`src/rtl/dp_ram_fifo_ctrl_if.sv`:
```
// Push/pop valid-ready handshake bundle for dp_ram_fifo_ctrl.
// The master side is the producer/consumer; the slave side is the FIFO.
interface dp_ram_fifo_ctrl_if #(
  parameter int DATA_WIDTH = 32
);
  logic                  in_valid;
  logic                  in_ready;
  logic [DATA_WIDTH-1:0] in_data;
  logic                  out_valid;
  logic                  out_ready;
  logic [DATA_WIDTH-1:0] out_data;

  modport master (
    output in_valid, in_data, out_ready,
    input  in_ready, out_valid, out_data
  );

  modport slave (
    input  in_valid, in_data, out_ready,
    output in_ready, out_valid, out_data
  );
endinterface

```
`src/rtl/dp_ram_fifo_ctrl.sv`:
```
// FIFO controller in front of a true dual-port RAM: port A write-only,
// port B read-only with 1-cycle registered read data. A 2-entry output
// stage (out register + skid register) hides the read latency so the
// FIFO sustains one word per cycle in first-word-fall-through style.
// Optional high-water-mark tracking is enabled by defining DP_FIFO_CTRL_HWM_EN.
module dp_ram_fifo_ctrl #(
  parameter int DATA_WIDTH = 32,
  parameter int ADDR_WIDTH = 10
) (
  input  logic                  clk,
  input  logic                  rst,
  dp_ram_fifo_ctrl_if.slave     bus,
  output logic [ADDR_WIDTH+1:0] count,
  output logic                  ram_ena,
  output logic                  ram_wea,
  output logic [ADDR_WIDTH-1:0] ram_addra,
  output logic [DATA_WIDTH-1:0] ram_dina,
  output logic                  ram_enb,
  output logic                  ram_web,
  output logic [ADDR_WIDTH-1:0] ram_addrb,
  input  logic [DATA_WIDTH-1:0] ram_doutb
`ifdef DP_FIFO_CTRL_HWM_EN
  ,
  output logic [ADDR_WIDTH+1:0] hwm,
  input  logic                  hwm_clr
`endif
);

  localparam logic [ADDR_WIDTH:0] DEPTH_C = {1'b1, {ADDR_WIDTH{1'b0}}};

  logic [ADDR_WIDTH-1:0] wr_ptr_q, wr_ptr_d;
  logic [ADDR_WIDTH-1:0] rd_ptr_q, rd_ptr_d;
  logic [ADDR_WIDTH:0]   mem_cnt_q, mem_cnt_d;
  logic                  rd_pend_q;
  logic                  out_valid_q, out_valid_d;
  logic [DATA_WIDTH-1:0] out_data_q, out_data_d;
  logic                  skid_valid_q, skid_valid_d;
  logic [DATA_WIDTH-1:0] skid_data_q, skid_data_d;

  logic       push_fire;
  logic       pop_fire;
  logic       issue;
  logic [1:0] staged;
  logic [1:0] staged_after_pop;
  logic [1:0] staged_d;
  logic [ADDR_WIDTH+1:0] count_d;

  // Handshake and read-issue decisions; RAM strobes are suppressed in reset.
  always_comb begin
    staged           = 2'(out_valid_q) + 2'(skid_valid_q) + 2'(rd_pend_q);
    push_fire        = bus.in_valid && bus.in_ready && !rst;
    pop_fire         = out_valid_q && bus.out_ready;
    // pop_fire implies out_valid_q, so this never underflows
    staged_after_pop = staged - 2'(pop_fire);
    issue            = (mem_cnt_q != '0) && (staged_after_pop < 2'd2) && !rst;
    wr_ptr_d         = wr_ptr_q + ADDR_WIDTH'(push_fire);
    rd_ptr_d         = rd_ptr_q + ADDR_WIDTH'(issue);
    mem_cnt_d        = mem_cnt_q + (ADDR_WIDTH+1)'(push_fire) - (ADDR_WIDTH+1)'(issue);
  end

  // Output stage steering: returning RAM word goes to out if it is free or
  // being vacated, else to skid; a pop with skid full promotes skid to out.
  always_comb begin
    out_valid_d  = out_valid_q;
    out_data_d   = out_data_q;
    skid_valid_d = skid_valid_q;
    skid_data_d  = skid_data_q;
    if (pop_fire) begin
      if (skid_valid_q) begin
        out_data_d   = skid_data_q;
        skid_valid_d = rd_pend_q;
        if (rd_pend_q) begin
          skid_data_d = ram_doutb;
        end
      end else if (rd_pend_q) begin
        out_data_d = ram_doutb;
      end else begin
        out_valid_d = 1'b0;
      end
    end else if (rd_pend_q) begin
      if (!out_valid_q) begin
        out_valid_d = 1'b1;
        out_data_d  = ram_doutb;
      end else begin
        skid_valid_d = 1'b1;
        skid_data_d  = ram_doutb;
      end
    end
    staged_d = 2'(out_valid_d) + 2'(skid_valid_d) + 2'(issue);
    count_d  = (ADDR_WIDTH+2)'(mem_cnt_d) + (ADDR_WIDTH+2)'(staged_d);
  end

  // State registers; reset drops any read in flight and empties the stage.
  always_ff @(posedge clk) begin
    if (rst) begin
      wr_ptr_q     <= '0;
      rd_ptr_q     <= '0;
      mem_cnt_q    <= '0;
      rd_pend_q    <= 1'b0;
      out_valid_q  <= 1'b0;
      out_data_q   <= '0;
      skid_valid_q <= 1'b0;
      skid_data_q  <= '0;
    end else begin
      wr_ptr_q     <= wr_ptr_d;
      rd_ptr_q     <= rd_ptr_d;
      mem_cnt_q    <= mem_cnt_d;
      rd_pend_q    <= issue;
      out_valid_q  <= out_valid_d;
      out_data_q   <= out_data_d;
      skid_valid_q <= skid_valid_d;
      skid_data_q  <= skid_data_d;
    end
  end

`ifdef DP_FIFO_CTRL_HWM_EN
  logic [ADDR_WIDTH+1:0] hwm_q;

  // High-water mark of total occupancy; clear reloads the current level.
  always_ff @(posedge clk) begin
    if (rst) begin
      hwm_q <= '0;
    end else if (hwm_clr) begin
      hwm_q <= count_d;
    end else if (count_d > hwm_q) begin
      hwm_q <= count_d;
    end
  end

  assign hwm = hwm_q;
`else
  // Next-state occupancy is only consumed by the high-water-mark logic.
  logic unused_count_d;
  assign unused_count_d = ^count_d;
`endif

  assign bus.in_ready  = (mem_cnt_q != DEPTH_C);
  assign bus.out_valid = out_valid_q;
  assign bus.out_data  = out_data_q;
  assign count         = (ADDR_WIDTH+2)'(mem_cnt_q) + (ADDR_WIDTH+2)'(staged);

  assign ram_ena   = push_fire;
  assign ram_wea   = push_fire;
  assign ram_addra = wr_ptr_q;
  assign ram_dina  = bus.in_data;
  assign ram_enb   = issue;
  assign ram_web   = 1'b0;
  assign ram_addrb = rd_ptr_q;

endmodule

```
`src/flat_wrapper.sv`:
```
// flat-port wrapper written by rule: the top's interface ports become plain ports
module dp_ram_fifo_ctrl_flat 
#(
  parameter int DATA_WIDTH = 32,
  parameter int ADDR_WIDTH = 10
)
  (clk, rst, count, ram_ena, ram_wea, ram_addra, ram_dina, ram_enb, ram_web, ram_addrb, ram_doutb, bus_in_valid, bus_in_data, bus_out_ready, bus_in_ready, bus_out_valid, bus_out_data);
  dp_ram_fifo_ctrl_if #(.DATA_WIDTH(DATA_WIDTH)) bus_i ();
  input  logic clk;
  input  logic rst;
  output logic [ADDR_WIDTH+1:0] count;
  output logic ram_ena;
  output logic ram_wea;
  output logic [ADDR_WIDTH-1:0] ram_addra;
  output logic [DATA_WIDTH-1:0] ram_dina;
  output logic ram_enb;
  output logic ram_web;
  output logic [ADDR_WIDTH-1:0] ram_addrb;
  input  logic [DATA_WIDTH-1:0] ram_doutb;
  input wire logic [$bits(bus_i.in_valid)-1:0] bus_in_valid;
  input wire logic [$bits(bus_i.in_data)-1:0] bus_in_data;
  input wire logic [$bits(bus_i.out_ready)-1:0] bus_out_ready;
  output wire logic [$bits(bus_i.in_ready)-1:0] bus_in_ready;
  output wire logic [$bits(bus_i.out_valid)-1:0] bus_out_valid;
  output wire logic [$bits(bus_i.out_data)-1:0] bus_out_data;
  assign bus_i.in_valid = bus_in_valid;
  assign bus_i.in_data = bus_in_data;
  assign bus_i.out_ready = bus_out_ready;
  assign bus_in_ready = bus_i.in_ready;
  assign bus_out_valid = bus_i.out_valid;
  assign bus_out_data = bus_i.out_data;
  dp_ram_fifo_ctrl #(.DATA_WIDTH(DATA_WIDTH), .ADDR_WIDTH(ADDR_WIDTH)) u_core (.clk(clk), .rst(rst), .bus(bus_i), .count(count), .ram_ena(ram_ena), .ram_wea(ram_wea), .ram_addra(ram_addra), .ram_dina(ram_dina), .ram_enb(ram_enb), .ram_web(ram_web), .ram_addrb(ram_addrb), .ram_doutb(ram_doutb));
endmodule
```
`config.mk`:
```
export PLATFORM = sky130hd
export DESIGN_NAME = dp_ram_fifo_ctrl_flat
export DESIGN_NICKNAME = d
export VERILOG_FILES = /design/src/rtl/dp_ram_fifo_ctrl_if.sv /design/src/rtl/dp_ram_fifo_ctrl.sv /design/src/flat_wrapper.sv
export SDC_FILE = /design/constraint.sdc
export NUM_CORES = 1
export LEC_CHECK = 0
export ABC_AREA = 1
export BUFFER_PORTS_ARGS = -buffer_cell sky130_fd_sc_hd__buf_2
export CORE_ASPECT_RATIO = 0.75
export CORE_MARGIN = 10
export CORE_UTILIZATION = 25
export CTS_CLUSTER_SIZE = 10
export DETAILED_ROUTE_END_ITERATION = 10
export GPL_ROUTABILITY_DRIVEN = 0
export MAX_ROUTING_LAYER = met4
export SYNTH_ARGS = -nofsm -noshare
export SYNTH_HDL_FRONTEND = slang
export SYNTH_SLANG_ARGS = --single-unit
```
`constraint.sdc`:
```
create_clock -name clk -period 8.4 [get_ports clk]
set_clock_uncertainty 0.1 [all_clocks]
set_input_delay 1.68 -clock clk [delete_from_list [all_inputs] [get_ports clk]]
set_output_delay 1.68 -clock clk [all_outputs]
set_load 0.01 [all_outputs]
```
Word level (Yosys, flattened, before mapping)
Index checks and enable logic that the tools add are counted.

word-level totals
  register bits = 98
  bits of input ports = 68
  output and inout port bits = 102

operators by class
  $add $sub $neg = 8
  magnitude comparators = 1
  equality and inequality tests = 6
  multiplexer cells = 17
  reduce and logical (&&, ||, !) cells = 14

operators by type and width
  cell                    number
  $mux W32                9
  $add A10 B1 Y10         2
  $add A11 B2 Y12         1
  $add A11 B1 Y11         1
  $ne A11 B11 Y1 const B  1
  $reduce_bool A11 Y1     1
  $sub A11 B1 Y11         1
  $mux W1                 8
  $ne A2 B2 Y1 const B    3
  $reduce_and A3 Y1       2
  $reduce_bool A2 Y1      3
  $logic_and A1 B1 Y1     5
  $ne A2 B1 Y1 const B    2
  $reduce_and A4 Y1       1
  $add A1 B1 Y2           1
  $add A2 B1 Y2           1
  $lt A2 B2 Y1 const B    1
  $reduce_and A2 Y1       1
  $sub A2 B1 Y2           1
  $logic_not A1 Y1        1

Longest topological paths before layout
  depth after elaboration = 7
  mapped depth = 20

Worst setup path before layout
OpenSTA, ideal clock, no wires.

  kind = in2out
  start = input bus_out_ready
  end = output ram_enb
  data arrival time = 2434 ps
  data required time = 6620 ps
  path slack = 4186 ps
  stages on the path = 6
  path through = nand2_1 inv_2 buf_2 nand3_1 nand3_1 a21oi_1

between the ends
  cells in the longest elaborated chain, start to end = 5

RTL lines
  item                              RTL line                text
  from (decl)                       flat_wrapper.sv:22      input wire logic [$bits(bus_i.out_ready)-1:0] bus_out_ready;
  $logic_and A1 B1 Y1               dp_ram_fifo_ctrl.sv:52  pop_fire = out_valid_q && bus.out_ready;
  $sub A2 B1 Y2                     dp_ram_fifo_ctrl.sv:54  staged_after_pop = staged - 2'(pop_fire);
  $lt A2 B2 Y1                      dp_ram_fifo_ctrl.sv:55  issue = (mem_cnt_q != '0) && (staged_after_pop < 2'd2) && !rst;
  $logic_and A1 B1 Y1 (2 in a row)  dp_ram_fifo_ctrl.sv:55
  to (decl)                         flat_wrapper.sv:16      output logic ram_enb;

No other way between the ends.

Worst setup path after layout
  start = input rst
  end = output ram_enb

between the ends
  cells in the longest elaborated chain, start to end = 2

RTL lines
  item                 RTL line                text
  from (decl)          flat_wrapper.sv:10      input logic rst;
  $logic_not A1 Y1     dp_ram_fifo_ctrl.sv:55
  $logic_and A1 B1 Y1  dp_ram_fifo_ctrl.sv:55

No other way between the ends.

==> summary.md <==
| Metric | Value |
|---|---|
| Outcome | `finished clean` |
| Most common cell in the netlist | `nand2_1` |
| GRT overflow | `0` |
| Global-route wire length before repair | `21,500 um` |
| Buf/Inv on CP | `5` |
| Synth top area share | `39.0%` |
| Stages on the worst setup path | `7` |
| Critical-path maximum fanout | `47` |
| Number of global-route vias before repair | `4,097` |
| Count of final setup violators | `0` |
| RSZ-0062 raised after global routing | `no` |
| Post-CTS Setup Inserts | `0` |
| ANT nets after route | `0` |
| Synthesized area | `0.00503 sq mm` |
| ANT cells | `0` |
| CP top delay family | `buffers and inverters` |
| Core Region | `0.0195 sq mm` |
| All-Layer GR Usage | `10.5%` |
| Layout area overhead | `14.7%` |
| CTS tree | `built` |
| Layout cell share with drive strength beyond 1 | `16.8%` |
| Num rows | `44` |
| H-tree depth | `3` |
| IO Port Bufs | `104` |
| Worst reg2reg path endpoint | `u_core.mem_cnt_q[10]` |
| Die Area | `0.0263 sq mm` |
| Final hold vios | `0` |
| Fin nets | `864` |
| IO Pins | `170` |
| Max Root-Sink Buffers | `2` |
| Hold_sp | `u_core.skid_data_q[19]` |
| CTS root buffer | `clkbuf_16` |
| Final Hold Slack | `0.350 ns` |
| Max-Cap Viols | `0` |
| CP peak stage delay | `0.64 ns` |
| CTS sink cnt | `98` |
| Syn Nets | `809` |
| Critical Path RT | `6.62 ns` |
| Synth top cells by count | `161 x nand2_1, 98 x dfxtp_1, 76 x a21oi_1, 76 x inv_1, 72 x nor2_1` |
| Initial DRC count | `315` |
| Startpoint Class | `primary input` |
| Worst hold path type | `reg -> reg` |
| CP Launch Point | `rst` |
| Post-layout min period | `5.55 ns` |
| Largest net degree at the start of global routing | `56` |
| TritonRoute pass-1 iters | `5` |
| Arrival time worst endpoint | `3.77 ns` |
| Worst-Skew Late Latency | `0.35 ns` |
| Number of distinct library cells after synthesis | `27` |
| Vias | `4,382` |
| Detailed Place HPWL | `9860 um` |
| Via density | `4.29` |
| Dominant synthesized flop cell | `dfxtp_1` |
| Post-synthesis cell count | `709` |
| Type of the worst setup path | `in -> out` |
| Max transition margin | `39.9%` |
| Max-slew violation count | `0` |
| Number of synthesized flops with an enable pin | `0` |
| Post-synth ARST share | `0%` |
| DRC viols | `0` |
| Synth warn | `0` |
| CP Cell Sequence | `buf_2, buf_4, inv_1, buf_4, nand3_1, a21oi_1, buf_2` |
| Worst-margin pin slew | `0.899 ns` |
| Chip width | `184 um` |
| Hold Buf Count CTS | `0` |
| Routed len/inst | `13.1 um` |
| Setup ws final | `2.85 ns` |
| Worst reg2reg startpoint | `u_core.skid_valid_q` |
| CTS clk-pin slew, worst paths | `0.06 ns` |
| DIE HEIGHT | `143 um` |
| CP max-delay cell | `inv_1` |
| Post-Route WL | `13,400 um` |
| VDD IR-drop max | `0.0000885 V` |
| Total CTS buffers | `9` |
| Tcrit/Tclk final | `66.1%` |
| Reg-to-reg slack, setup | `4.52 ns` |
| R2R cell count | `19` |
| CTS resizes | `0` |
| Static leakage | `0.00264 uW` |
| Post-synth top area cell | `dfxtp_1` |
| Setup TNS Final | `0 ns` |
| Initial core utilization | `25.8%` |
| Syn_area_per_cell | `7.10 sq um` |
| Sequential fraction of the synthesis area | `39.0%` |
| Critical Path End Type | `primary output` |
| Place WS | `2.82 ns` |
| Pwr dens | `269 mW/mm^2` |
| Max Clk Rate | `0.180 GHz` |
| Top cells by area, synth | `dfxtp_1 39%, nand2_1 12%, a21oi_1 7.6%, ha_1 7.2%, o21ai_0 6.6%` |
| Worst setup path endpoint | `ram_enb` |
| Seq cells post-synth | `98` |
| Initial antenna violation count | `0` |
==> tightest hold or removal path, stage by stage, from the launching register on <==
cell and delay, ns:
dfxtp_1 0.30, inv_1 0.05, a21oi_1 0.05
==> per-layer routing <==
layer	wire length, um	track usage, %	vias to the layer above
met3	653	3.14	10
met5	0	-	-
met4	147	2.97	0
li1	-	-	2332
met2	5550	14.9	116
met1	7020	13.9	1924
==> through the flow <==
step	util, %	instances	cell area (sq um)	power, uW
6_report	29.6	1022	5780	1560
5_1_grt	29.6	1022	5780	1690
4_1_cts	29.6	1022	5780	1580
3_5_place_dp	28.2	1006	5500	1180
3_3_place_gp	28.2	1006	5500	1180
2_1_floorplan	-	709	5030	1020
==> cells by family after synthesis <==
| logic type | Yosys count | share of synthesized area, % |
|---|---|---|
| flip-flops | 98 | 39.0 |
| adder cells (fa/ha/maj) | 32 | 8.40 |
| AO/OA/AOI/OAI | 151 | 15.5 |
| other | 1 | 0.0745 |
| XOR/XNOR | 10 | 1.74 |
| buffers and inverters | 142 | 13.6 |
| AND/OR/NAND/NOR | 275 | 21.7 |
==> cell type report <==
class | instances | area, sq um
clock buffer | 11 | 243
clock inverter | 5 | 30.0
fill | 2127 | 13800
inverter | 79 | 297
multi-input combinational | 469 | 2390
sequential | 98 | 1960
tap | 253 | 317
timing repair buffer | 107 | 543
==> flip-flops by register name (all words and copies together), names as in the netlist <==
signal / cells
u_core.mem_cnt_q: 11
u_core.bus.out_valid: 1
u_core.ram_addrb: 10
u_core.skid_data_q: 32
u_core.rd_pend_q: 1
u_core.ram_addra: 10
u_core.bus.out_data: 32
u_core.skid_valid_q: 1
==> worst min-delay path by stage <==
| stage | cells past startpoint | to | slack [ns] |
|---|---|---|---|
| after detailed placement | 2 | u_core.skid_data_q[12] | 0.34 |
| after CTS | 2 | u_core.skid_data_q[20] | 0.35 |
| after global placement | 2 | u_core.skid_data_q[30] | 0.33 |
| final | 2 | u_core.skid_data_q[19] | 0.35 |
| after floorplan | 2 | u_core.skid_data_q[31] | 0.32 |
| after global routing | 2 | u_core.skid_data_q[20] | 0.36 |
==> placed cells by master, fill, tap and decap left out <==
master | netlist | final
a21oi_1 | 76 | 76
a21oi_2 | 1 | 1
buf_2 | 7 | 104
buf_4 | 38 | 3
clkbuf_1 | 16 | 1
clkbuf_16 | 0 | 9
clkbuf_8 | 0 | 1
clkinv_2 | 0 | 3
clkinvlp_4 | 0 | 2
conb_1 | 1 | 1
dfxtp_1 | 98 | 98
fa_1 | 3 | 3
ha_1 | 29 | 29
inv_1 | 76 | 76
inv_2 | 3 | 3
nand2_1 | 161 | 161
nand2_2 | 2 | 2
nand3_1 | 26 | 26
nand4_1 | 5 | 5
nor2_1 | 72 | 72
nor3_1 | 9 | 9
o211ai_1 | 1 | 1
o21a_1 | 1 | 1
o21ai_0 | 66 | 66
o21ai_1 | 1 | 1
o21ai_2 | 1 | 1
o21bai_1 | 2 | 2
o31ai_1 | 2 | 2
xnor2_1 | 1 | 1
xor2_1 | 9 | 9
==> where the power goes <==
group / internal [uW] / switching, uW / total, uW
logic: 213 / 375 / 588
registers: 527 / 50.9 / 577
clock network: 208 / 183 / 391
No activity file was read; power rests on OpenSTA's default activity.
